==> src/rtl/ca_pipe_pkg.sv <==
// Shared pipeline constants: control bundle layout, NOP encoding and ALUOp codes.
// Imported by the ID/EX stage and its hazard detector.
package ca_pipe_pkg;

  localparam int CTRL_W   = 8;

  // Control bundle bit positions {RegWrite,MemtoReg,MemRead,MemWrite,ALUSrc,ALUOp[1:0],RegDst}
  localparam int REGWRITE = 7;
  localparam int MEMTOREG = 6;
  localparam int MEMREAD  = 5;
  localparam int MEMWRITE = 4;
  localparam int ALUSRC   = 3;
  localparam int ALUOP_HI = 2;
  localparam int ALUOP_LO = 1;
  localparam int REGDST   = 0;

  localparam logic [7:0] CTRL_NOP = 8'h00;

  typedef enum logic [1:0] {
    ALUOP_ADD   = 2'b00,
    ALUOP_SUB   = 2'b01,
    ALUOP_RTYPE = 2'b10
  } aluop_e;

endpackage

==> src/rtl/hazard_detect.sv <==
// Load-use hazard detector: compares the EX-stage load destination with the ID sources.
// Purely combinational, zero latency; no flow control of its own.
module hazard_detect
  import ca_pipe_pkg::*;
#(
  parameter int REG_AW = 5
) (
  input  logic              ex_mem_read,
  input  logic [REG_AW-1:0] ex_rt_addr,
  input  logic [REG_AW-1:0] id_rs_addr,
  input  logic [REG_AW-1:0] id_rt_addr,
  output logic              hazard
);

  logic dst_nonzero;
  logic src_match;

  // $0 is hard-wired, so a load targeting it can never create a real dependency
  assign dst_nonzero = (ex_rt_addr != '0);
  assign src_match   = (ex_rt_addr == id_rs_addr) | (ex_rt_addr == id_rt_addr);
  assign hazard      = ex_mem_read & dst_nonzero & src_match;

endmodule

==> src/rtl/id_ex_stage.sv <==
// ID/EX pipeline register with load-use bubble insertion; 1-cycle latency; hold_i freezes all state.
// Stalls upstream via pc_write_o/ifid_write_o. Optional ID_EX_BUBBLE_CNT_EN adds bubble_cnt_o.
module id_ex_stage
  import ca_pipe_pkg::*;
#(
  parameter int DATA_W = 32,
  parameter int REG_AW = 5,
  parameter int CTRL_W = ca_pipe_pkg::CTRL_W
) (
  input  logic              clk_i,
  input  logic              rst_i,
  input  logic [CTRL_W-1:0] ctrl_i,
  input  logic [DATA_W-1:0] rs_data_i,
  input  logic [DATA_W-1:0] rt_data_i,
  input  logic [DATA_W-1:0] imm_i,
  input  logic [REG_AW-1:0] rs_addr_i,
  input  logic [REG_AW-1:0] rt_addr_i,
  input  logic [REG_AW-1:0] rd_addr_i,
  input  logic              hold_i,
  input  logic              flush_i,
  output logic [CTRL_W-1:0] ctrl_o,
  output logic [DATA_W-1:0] rs_data_o,
  output logic [DATA_W-1:0] rt_data_o,
  output logic [DATA_W-1:0] imm_o,
  output logic [REG_AW-1:0] rs_addr_o,
  output logic [REG_AW-1:0] rt_addr_o,
  output logic [REG_AW-1:0] rd_addr_o,
  output logic              hazard_o,
  output logic              pc_write_o,
  output logic              ifid_write_o
`ifdef ID_EX_BUBBLE_CNT_EN
  ,
  output logic [15:0]       bubble_cnt_o
`endif
);

  localparam logic [CTRL_W-1:0] NOP = CTRL_W'(CTRL_NOP);

  logic bubble;
  logic stall_n;

  hazard_detect #(
    .REG_AW (REG_AW)
  ) u_hazard_detect (
    .ex_mem_read (ctrl_o[MEMREAD]),
    .ex_rt_addr  (rt_addr_o),
    .id_rs_addr  (rs_addr_i),
    .id_rt_addr  (rt_addr_i),
    .hazard      (hazard_o)
  );

  // A flush coinciding with a hazard still yields exactly one bubble
  assign bubble       = flush_i | hazard_o;
  assign stall_n      = ~hazard_o & ~hold_i;
  assign pc_write_o   = stall_n;
  assign ifid_write_o = stall_n;

  always_ff @(posedge clk_i or negedge rst_i) begin
    if (!rst_i) begin
      ctrl_o    <= NOP;
      rs_data_o <= '0;
      rt_data_o <= '0;
      imm_o     <= '0;
      rs_addr_o <= '0;
      rt_addr_o <= '0;
      rd_addr_o <= '0;
    end else if (!hold_i) begin
      ctrl_o    <= bubble ? NOP : ctrl_i;
      rs_data_o <= rs_data_i;
      rt_data_o <= rt_data_i;
      imm_o     <= imm_i;
      rs_addr_o <= rs_addr_i;
      rt_addr_o <= rt_addr_i;
      rd_addr_o <= rd_addr_i;
    end
  end

`ifdef ID_EX_BUBBLE_CNT_EN
  always_ff @(posedge clk_i or negedge rst_i) begin
    if (!rst_i) begin
      bubble_cnt_o <= '0;
    end else if (!hold_i && bubble && (bubble_cnt_o != 16'hFFFF)) begin
      bubble_cnt_o <= bubble_cnt_o + 16'd1;
    end
  end
`endif

endmodule
==> config.mk <==
export PLATFORM = sky130hd
export DESIGN_NAME = id_ex_stage
export DESIGN_NICKNAME = d
export VERILOG_FILES = /design/src/rtl/ca_pipe_pkg.sv /design/src/rtl/hazard_detect.sv /design/src/rtl/id_ex_stage.sv
export SDC_FILE = /design/constraint.sdc
export NUM_CORES = 1
export LEC_CHECK = 0
export ABC_CLOCK_PERIOD_IN_PS = 3700
export BUFFER_PORTS_ARGS = -buffer_cell sky130_fd_sc_hd__buf_2
export CORE_MARGIN = 8
export CORE_UTILIZATION = 45
export CTS_CLUSTER_DIAMETER = 120
export CTS_CLUSTER_SIZE = 30
export DETAILED_ROUTE_END_ITERATION = 10
export HOLD_SLACK_MARGIN = 0.05
export PLACE_DENSITY_LB_ADDON = 0.05
export SLEW_MARGIN = 20
export SYNTH_ARGS = -nofsm -noshare
export SYNTH_HDL_FRONTEND = slang
export SYNTH_SLANG_ARGS = --single-unit
==> constraint.sdc <==
create_clock -name clk_i -period 3.7 [get_ports clk_i]
set_input_delay 0.74 -clock clk_i [delete_from_list [all_inputs] [get_ports clk_i]]
set_output_delay 0.74 -clock clk_i [all_outputs]
set_load 0.05 [all_outputs]
==> run_results.csv, run 1 <==
group,metric,value,unit
timing,fin_crit_sh,83.4,%
power_and_ir_drop,combPwrFrac,23.9,%
timing,timing.final.ws_setup,612,ps
floorplanning,coreArea,10200,um^2
floorplanning,placementRows,37,
logic_synthesis,synth_top_area_share,63.4,%
floorplanning,initial_core_util,45.9,%
worst_hold_path,hp-class,"primary input to asynchronous set/reset pin",
worst_setup_path,r2r_slack,1950,ps
finish,fin_nets,672,
timing,rsz0062_at_grt,"false",
route,drc_errors,0,
floorplanning,fp.dieW,118,um
cts,ctsHoldBuffers,0,
finish,syn2layout_area_growth,40.8,%
timing,finalSetupTns,0,ps
worst_setup_path,crit_type,"register to output pin",
worst_setup_path,start_kind,"register",
logic_synthesis,synth_fp_nets,423,
outcome,status,"completed",
cts,clock-root-buffer,"clkbuf_8",
timing,maxSlewViolCount,0,
logic_synthesis,synth.area.top_cells,"dfrtp_1 (63%), mux2_2 (27%), xnor2_1 (1.9%)",
timing,tightest_slew,871,ps
logic_synthesis,yosysSeqAreaShare,63.4,%
route,vias,3376,
logic_synthesis,synth.distinct_cells,21,
cts,insertion_delay,500,ps
route,drt-total-wl,12500,um
cts,clk_pin_slew,50,ps
finish,design_area,6620,um^2
worst_setup_path,cp.arrival,2350,ps
power_and_ir_drop,power_leakage,3.20,nW
timing,finalSetupViolCount,0,
cts,clockBufferDepth,2,
timing,hold_slack,356,ps
timing,relSlewSlack,42.0,%
route,drtAntennaViolNets,0,
global_routing,grt_pass1_vias,3809,
timing,fin_worst_skew,10.6,ps
route,drt_iter0_drc,134,
logic_synthesis,syn_area,4700,um^2
worst_setup_path,path_max_fanout,10,
finish,final_util,64.7,%
cts,tritoncts,"done",
cts,numClockSinks,119,
logic_synthesis,syn_avg_cell_area,15.7,um^2
floorplanning,io_pins,245,
logic_synthesis,synth_cells,300,
global_routing,antenna_found_initial,1,
worst_setup_path,cp-end-kind,"output pin",
worst_setup_path,required,2960,ps
placement,post-place-ws,716,ps
power_and_ir_drop,clkPwrFrac,38.6,%
placement,dp.final_hpwl,9600,um
timing,fin_crit,3090,ps
floorplanning,dieArea,14000,um^2
power_and_ir_drop,p_sw,1.29,mW
placement,place_congestion,0.851,
global_routing,grt_pass1_wl,19900,um
placement,place_area,6050,um^2
logic_synthesis,ys_ff_latch,119,
global_routing,gr-total-overflow,0,
cts,ctsResizeCount,0,
placement,numPortBuffers,244,
finish,antenna_cells,0,
logic_synthesis,synth_top_cell_by_area,"dfrtp_1",
power_and_ir_drop,power_frac_seq,37.5,%
power_and_ir_drop,p_int,2.73,mW
power_and_ir_drop,power_density,608,nW/um^2
run,drv_cap,0,
finish,drive_gt1_share,71.3,%
timing,hold_viol_final,0,
global_routing,track_usage,17.9,%
route,viasPerCell,4.85,
timing,fmax,324,MHz
logic_synthesis,yosys_warnings,0,
power_and_ir_drop,ir_drop,336,uV
floorplanning,die_h,118,um
power_and_ir_drop,switching_share,32.1,%
cts,ctsHtreeMaxLevel,4,
cts,postCtsSetupBuffers,0,
cts,cts_buffers,17,
route,firstDrtPassIters,4,
route,wl_per_cell,17.9,um
global_routing,grt_start_max_net_pins,69,
-- cells by family (layout without fill, tap and decap cells) --
kind of cell,count (synthesis),in the layout,share of synthesized area [%]
simple gates,22,22,3.33
compound gates,19,19,2.82
mux,111,111,26.6
xor+xnor,10,10,1.86
flops,119,119,63.4
buf+inv,19,279,2.02
-- cell usage after synthesis (all sizes together) --
cell type and number:
a32oi 1, nor3b 7, clkbuf 3, buf 15, inv 1, and2 1, dfrtp 119, or4 1
mux2 111, nand3 2, a22oi 7, nor2 1, or3b 7, nand2 3, a21oi 1, o21ai 9
o22ai 1, xnor2 10
-- stage by stage --
step / power [mW] / instances
floorplan: 2.21 / 300
global placement: 2.49 / 666
detailed placement: 2.50 / 666
CTS: 4.08 / 696
global route: 4.18 / 696
finish: 4.02 / 696
-- power by group through the flow --
stage	Sequential [mW]	Combinational, mW	Clock [mW]
6_report	1.51	0.962	1.55
5_1_grt	1.53	1.01	1.65
4_1_cts	1.51	0.975	1.60
3_5_place_dp	1.53	0.974	0
3_3_place_gp	1.52	0.967	0
2_1_floorplan	2.00	0.210	0
-- path summary, 6_finish.rpt --
| kind | start | to | cells past startpoint |
|---|---|---|---|
| min in group clk_i | rt_data_i[13] | rt_data_o[13] | 2 |
| max in group asynchronous | rst_i | rt_data_o[29] | 2 |
| min | rst_i | rs_data_o[23] | 1 |
| max reg2reg | rt_addr_o[3] | ctrl_o[5] | 4 |
| max | rt_addr_o[3] | hazard_o | 5 |
| min reg2reg | rs_data_o[23] | rs_data_o[23] | 1 |
-- state kept, by name (all words and copies together), names as in the netlist --
register,count
ctrl_o,8
rd_addr_o,5
rt_data_o,32
rs_addr_o,5
rs_data_o,32
imm_o,32
rt_addr_o,5
-- placed cells by master, fill, tap and decap left out, drive strengths merged, types with 2 or more instances in the layout --
cell type,Yosys,final
a22oi,7,7
buf,15,248
bufinv,0,2
clkbuf,3,22
clkinv,0,3
clkinvlp,0,3
dfrtp,119,119
mux2,111,111
nand2,3,3
nand3,2,2
nor3b,7,7
o21ai,9,9
or3b,7,7
xnor2,10,10
-- cell type report --
| cell class | instances | area (um^2) |
|---|---|---|
| clock buffers | 22 | 473 |
| clock inverters | 8 | 97.6 |
| fillers | 873 | 3610 |
| inverters | 1 | 3.75 |
| multi-input cells | 162 | 1630 |
| flip-flops and latches | 119 | 2980 |
| well taps | 136 | 170 |
| repair buffers | 248 | 1270 |
-- per-layer routing --
metal / vias up / wire, um / global-route usage, %
li1: 1564 / - / -
met1: 1635 / 4570 / 18.3
met2: 155 / 6120 / 29.1
met3: 20 / 1490 / 10.3
met4: 2 / 265 / 8.25
met5: - / 17 / 0
-- worst max-delay path, cell delays in order, from the launching register on --
cell and delay (ps):
dfrtp_1 460, xnor2_1 200, nand3_1 90, o22ai_1 630, and2_1 220, buf_2 260
Power figures use the tool's default switching activity.
==> inputs of run 2 (changes only) <==
- ABC_CLOCK_PERIOD_IN_PS: 3700 -> 3050
- clock period: 3.7 -> 3.05 ns (I/O delays scaled with it)
==> run 2 against run 1 <==
Utilization rose by 0.29 points. Highest routed layer unchanged. Worst hold slack got worse by 250 ps. Clock-buffer cell count rose by 1. Largest power group unchanged. Global-route usage rose by 0.11 points. Clock power rose by 22%. Via count fell by 0.98%. Combinational power rose by 22%. Cell count rose by 0.57%. Routed wire length fell by 0.38%. Critical path depth did not move. Critical path type unchanged. Clock skew fell by 6.2 ps.
==> run_results.csv, run 2 (synthesis results as in run 1) <==
group,metric,value,unit
worst_setup_path,r2r_slack,1430,ps
global_routing,antenna_found_initial,2,
global_routing,grt_pass1_wl,19900,um
cts,ctsHoldBuffers,0,
route,drc_errors,0,
cts,clock-root-buffer,"clkbuf_8",
cts,clk_pin_slew,50,ps
global_routing,use_met1,18.8,%
worst_setup_path,start_kind,"register",
cts,ctsHtreeMaxLevel,4,
worst_setup_path,path_max_fanout,9,
worst_hold_path,hp-class,"primary input to asynchronous set/reset pin",
global_routing,grt_busiest_layer,"met2",
worst_setup_path,regToRegStartpoint,"rt_addr_o[4]",
global_routing,track_usage,18.0,%
route,vias,3343,
power_and_ir_drop,p_sw,1.57,mW
floorplanning,coreArea,10200,um^2
timing,fmax,343,MHz
finish,fin_nets,673,
timing,maxSlewViolCount,0,
worst_setup_path,r2r_end,"ctrl_o[7]",
global_routing,gr-total-overflow,0,
global_routing,grt_pass1_vias,3737,
worst_setup_path,cp.arrival,2310,ps
cts,postCtsSetupBuffers,0,
finish,drive_gt1_share,71.4,%
floorplanning,die_h,118,um
timing,fin_crit,2920,ps
route,drt_iter0_drc,111,
placement,placed_cells,667,
floorplanning,dieArea,14000,um^2
global_routing,grt_use_met3,9.61,%
timing,fin_crit_sh,95.7,%
timing,fin_worst_skew,4.43,ps
global_routing,use_met2,29.8,%
timing,relSlewSlack,54.6,%
finish,multi_input_area,1630,um^2
route,viasPerCell,4.78,
power_and_ir_drop,p_int,3.32,mW
power_and_ir_drop,power_density,735,nW/um^2
power_and_ir_drop,clkPwrFrac,38.6,%
worst_setup_path,cp-end-kind,"output pin",
floorplanning,initial_core_util,45.9,%
timing,hold_viol_final,0,
power_and_ir_drop,ir_drop,494,uV
timing,finalSetupTns,0,ps
power_and_ir_drop,combPwrFrac,24.0,%
finish,final_cell_mix,"buf_2 (242), dfrtp_1 (119), mux2_2 (111)",
worst_setup_path,required,2440,ps
finish,syn2layout_area_growth,41.5,%
finish,n_fill_cell,825,
timing,rsz0062_at_grt,"false",
power_and_ir_drop,power_frac_seq,37.4,%
worst_setup_path,rr_worst_depth,4,
route,wl_per_cell,17.7,um
floorplanning,fp.dieW,118,um
cts,tritoncts,"done",
cts,ctsResizeCount,0,
timing,tightest_slew,681,ps
global_routing,grt_start_max_net_pins,78,
cts,insertion_delay,500,ps
finish,final_cells,700,
cts,numClockSinks,119,
floorplanning,io_pins,245,
finish,ff_latch_area,2980,um^2
power_and_ir_drop,switching_share,32.1,%
route,drt-total-wl,12400,um
placement,numPortBuffers,244,
finish,layout_commonest_cell,"buf_2",
timing,finalSetupViolCount,0,
run,drv_cap,0,
route,firstDrtPassIters,4,
cts,cts_buffers,17,
placement,place_congestion,0.825,
cts,clockBufferDepth,2,
floorplanning,placementRows,37,
route,drtAntennaViolNets,0,
placement,dp.final_hpwl,9690,um
finish,top_regs,"imm_o: 32 flops, rs_data_o: 32 flops, rt_data_o: 32 flops",
outcome,status,"completed",
worst_setup_path,crit_type,"register to output pin",
power_and_ir_drop,power_leakage,3.22,nW
[run 2: cell count changes in the layout (fill, tap and decap cells not counted), sizes merged]
cell,delta
clkbuf,+1
buf,+1
diode,+1
clkinv,+3
clkinvlp,-2
[run 2: worst max-delay path by stage]
stage | startpoint | to | cells after the start | slack (ps)
detailed placement | rt_addr_i[4] | pc_write_o | 7 | 600
global route | rt_addr_o[4] | pc_write_o | 5 | 4
CTS | rt_addr_o[4] | pc_write_o | 5 | 90
floorplan | rt_addr_o[4] | pc_write_o | 5 | 140
global placement | rt_addr_i[0] | pc_write_o | 7 | 620
finish | rt_addr_o[4] | pc_write_o | 5 | 130
[run 2: through the flow]
step / setup slack (ps) / util [%] / power [mW] / cell area (um^2) / hold slack [ps]
3_3_place_gp: 621 / 59.3 / 3.02 / 6070 / 468
4_1_cts: 92.5 / 65.0 / 4.96 / 6650 / 106
5_1_grt: 3.62 / 65.0 / 5.09 / 6650 / 136
3_5_place_dp: 601 / 59.3 / 3.05 / 6070 / 488
2_1_floorplan: 145 / - / 2.68 / 4700 / 314
6_report: 131 / 65.0 / 4.89 / 6650 / 110
[run 2: cell type report]
cell class | instances | area share [%]
inverter | 1 | 0.0565
clock inverter | 9 | 1.47
tap | 136 | 2.56
timing repair buffer | 249 | 19.4
sequential | 119 | 44.8
clock buffer | 23 | 7.17
antenna | 1 | 0.0376
multi-input combinational | 162 | 24.5
[run 2: worst max-delay path, stage by stage (launching register included)]
cell and delay, ps:
dfrtp_1 440, or4_4 570, o21ai_4 280, inv_2 70, a21oi_2 150, buf_2 300
[run 2: layer usage]
metal  share of wire (%)  routed length (um)  vias up
li1                    -                   -     1567
met4                 1.5                 192        4
met1                  38                4710     1604
met2                  49                6100      152
met5                0.18                  22        -
met3                  11                1400       16
[run 2: power groups by stage]
stage          logic [mW]  registers [mW]  clock network [mW]
4_1_cts              1.19            1.83                1.94
5_1_grt              1.23            1.85                2.01
6_report             1.17            1.83                1.89
2_1_floorplan       0.255            2.43                   0
3_3_place_gp         1.18            1.84                   0
3_5_place_dp         1.19            1.86                   0
==> inputs of run 3 (changes only) <==
- ABC_AREA: default -> 1
- ABC_CLOCK_PERIOD_IN_PS: 3050 -> 2800
- clock period: 3.05 -> 2.8 ns (I/O delays scaled with it)
==> run 3 against run 2 <==
Register-to-register slack improved by 90 ps. Sequential share of layout area shrank 0.51 points. Design area up 1.1%. Routed wire length rose by 14%. Clock power increased by 24%. Sequential power increased by 7%. Worst setup slack improved by 190 ps. Critical path depth increased by 3. First-iteration DRC count rose to 3.8 times the previous value. Sequential cell count is the same. Critical endpoint unchanged. Largest cell class unchanged. Highest routed layer is now met4.
==> run_results.csv, run 3 <==
group,metric,value,unit
floorplanning,initial_core_util,46.1,%
finish,fin_nets,927,
cts,numClockSinks,119,
placement,place_congestion,0.904,
logic_synthesis,synthTopCellsByCount,"nand2_1 (353), dfrtp_1 (119), inv_1 (20)",
timing,finalSetupViolCount,0,
logic_synthesis,synth_top_cell_by_area,"dfrtp_1",
worst_hold_path,hp-class,"primary input to register",
logic_synthesis,synth_cells,565,
power_and_ir_drop,power_density,805,nW/um^2
logic_synthesis,syn_area,4740,um^2
logic_synthesis,synth_fp_nets,688,
power_and_ir_drop,ir_drop,441,uV
cts,insertion_delay,500,ps
worst_setup_path,path_max_fanout,9,
route,firstDrtPassIters,5,
route,drt-total-wl,14200,um
finish,syn2layout_area_growth,41.9,%
global_routing,grt_start_max_net_pins,95,
timing,rsz0062_at_grt,"false",
floorplanning,placementRows,37,
finish,final_cell_mix,"nand2_1 (353), buf_2 (242), dfrtp_1 (119)",
worst_setup_path,cp-end-kind,"output pin",
route,vias,4353,
finish,drive_gt1_share,35.1,%
floorplanning,die_h,119,um
worst_setup_path,crit_type,"register to output pin",
floorplanning,io_pins,245,
global_routing,track_usage,20.5,%
global_routing,antenna_found_initial,1,
route,viasPerCell,4.56,
worst_setup_path,crit_chain,"inv_1 > nand4_1 > o21ai_0 > inv_1 > nand2_4 > inv_2 > nor2_2 > buf_2",
placement,dp.final_hpwl,10400,um
timing,fin_worst_skew,5.79,ps
power_and_ir_drop,power_leakage,4.04,nW
cts,tritoncts,"done",
global_routing,grt_pass1_wl,23300,um
logic_synthesis,synth.distinct_cells,15,
logic_synthesis,ys_ff_latch,119,
timing,fin_crit,2480,ps
cts,clock-root-buffer,"clkbuf_8",
timing,hold_viol_final,0,
cts,cts_buffers,17,
worst_setup_path,start_kind,"register",
worst_setup_path,r2r_slack,1520,ps
worst_setup_path,regToRegStartpoint,"rt_addr_o[1]",
logic_synthesis,yosys_warnings,0,
worst_setup_path,cp-endpoint,"pc_write_o",
timing,finalSetupTns,0,ps
route,drtAntennaViolNets,0,
cts,ctsHtreeMaxLevel,4,
floorplanning,fp.dieW,119,um
worst_setup_path,slowest_stage,"dfrtp_1",
cts,clockBufferDepth,2,
finish,top_regs,"imm_o: 32 flops, rs_data_o: 32 flops, rt_data_o: 32 flops",
logic_synthesis,synth_top_area_share,62.9,%
global_routing,use_met1,22.9,%
worst_setup_path,path_delay_family,"buffers and inverters",
worst_setup_path,required,2240,ps
logic_synthesis,synth_edf_count,0,
outcome,status,"completed",
global_routing,gr-total-overflow,0,
cts,ctsResizeCount,0,
run,drv_cap,0,
logic_synthesis,syn_avg_cell_area,8.38,um^2
route,wl_per_cell,14.9,um
global_routing,grt_use_met3,7.57,%
logic_synthesis,synth.area.top_cells,"dfrtp_1 (63%), nand2_1 (28%), inv_1 (1.6%)",
timing,maxSlewViolCount,0,
timing,relSlewSlack,71.6,%
timing,fin_crit_sh,88.6,%
logic_synthesis,async_reset_ff_share,100,%
power_and_ir_drop,power,5.41,mW
floorplanning,coreArea,10300,um^2
worst_setup_path,cpPeakStageDelay,410,ps
route,drt_iter0_drc,420,
global_routing,grt_pass1_vias,4687,
timing,fmax,403,MHz
timing,tightest_slew,426,ps
floorplanning,dieArea,14100,um^2
global_routing,grt_busiest_layer,"met2",
worst_setup_path,path_buf_inv,4,
logic_synthesis,synth_flop_cell,"dfrtp_1",
worst_setup_path,cp.depth,8,
worst_setup_path,cp.arrival,1920,ps
worst_setup_path,rr_worst_depth,9,
worst_setup_path,crit_path_frequent_cell,"inv_1",
worst_setup_path,r2r_end,"ctrl_o[6]",
finish,final_util,65.4,%
placement,numPortBuffers,244,
worst_setup_path,crit_start,"rt_addr_o[1]",
logic_synthesis,yosysSeqAreaShare,62.9,%
logic_synthesis,yosysMostFrequentCell,"nand2_1",
cts,clk_pin_slew,60,ps
finish,layout_commonest_cell,"nand2_1",
route,drc_errors,0,
global_routing,use_met2,34.5,%
-- run 3: repair_timing --
action	4_1_cts	5_1_grt
hold buffers	1	0
setup buffers	0	0
endpoints found under the setup margin	0	0
hold endpoints to repair	29	0
-- run 3: worst min path at each step --
stage | slack [ps] | from | end | cells past startpoint
after floorplan | 260 | rst_i | ctrl_o[0] | 0
after global placement | 460 | imm_o[16] | imm_o[16] | 2
after detailed placement | 460 | rt_data_o[0] | rt_data_o[0] | 2
after CTS | 220 | rt_data_i[7] | rt_data_o[7] | 3
after global routing | 230 | rt_data_i[7] | rt_data_o[7] | 3
final | 250 | rt_data_i[20] | rt_data_o[20] | 3
-- run 3: area by class of cell --
class / count / area, um^2
inverters: 24 / 91.3
clock inverters: 12 / 198
multi-input cells: 393 / 1530
flip-flops and latches: 119 / 2980
fillers: 927 / 3550
repair buffers: 249 / 1300
clock buffers: 20 / 455
well taps: 136 / 170
diodes: 1 / 2.50
-- run 3: metrics by stage --
stage / instances / setup WS (ps) / area (um^2) / hold WS, ps
after floorplan: 565 / 210 / 4740 / 264
after global placement: 920 / 681 / 6060 / 456
after detailed placement: 920 / 661 / 6060 / 460
after CTS: 953 / 286 / 6720 / 217
after global routing: 954 / 176 / 6720 / 230
final: 954 / 319 / 6720 / 247
-- run 3: worst min-delay path: stages --
cell	delay [ps]
buf_2	70
nand2_1	40
nand2_1	40
-- run 3: cell families after synthesis --
logic type | count (synthesis) | share of synthesized area (%)
AND/OR/NAND/NOR | 381 | 30.7
buffers and inverters | 53 | 4.99
flip-flops | 119 | 62.9
XOR/XNOR | 2 | 0.370
AO/OA/AOI/OAI | 10 | 1.06
-- run 3: power breakdown --
group	internal, mW	switching, mW	leakage [nW]	total [mW]
clock	1.60	0.740	0.305	2.34
sequential	1.87	0.0869	1.46	1.96
combinational	0.258	0.854	2.28	1.11
total	3.73	1.68	4.04	5.41
-- run 3: layer usage --
metal | wire (um) | vias up
met5 | 0 | -
met4 | 303 | 0
met3 | 1210 | 23
met2 | 7180 | 171
met1 | 5490 | 1994
li1 | - | 2165
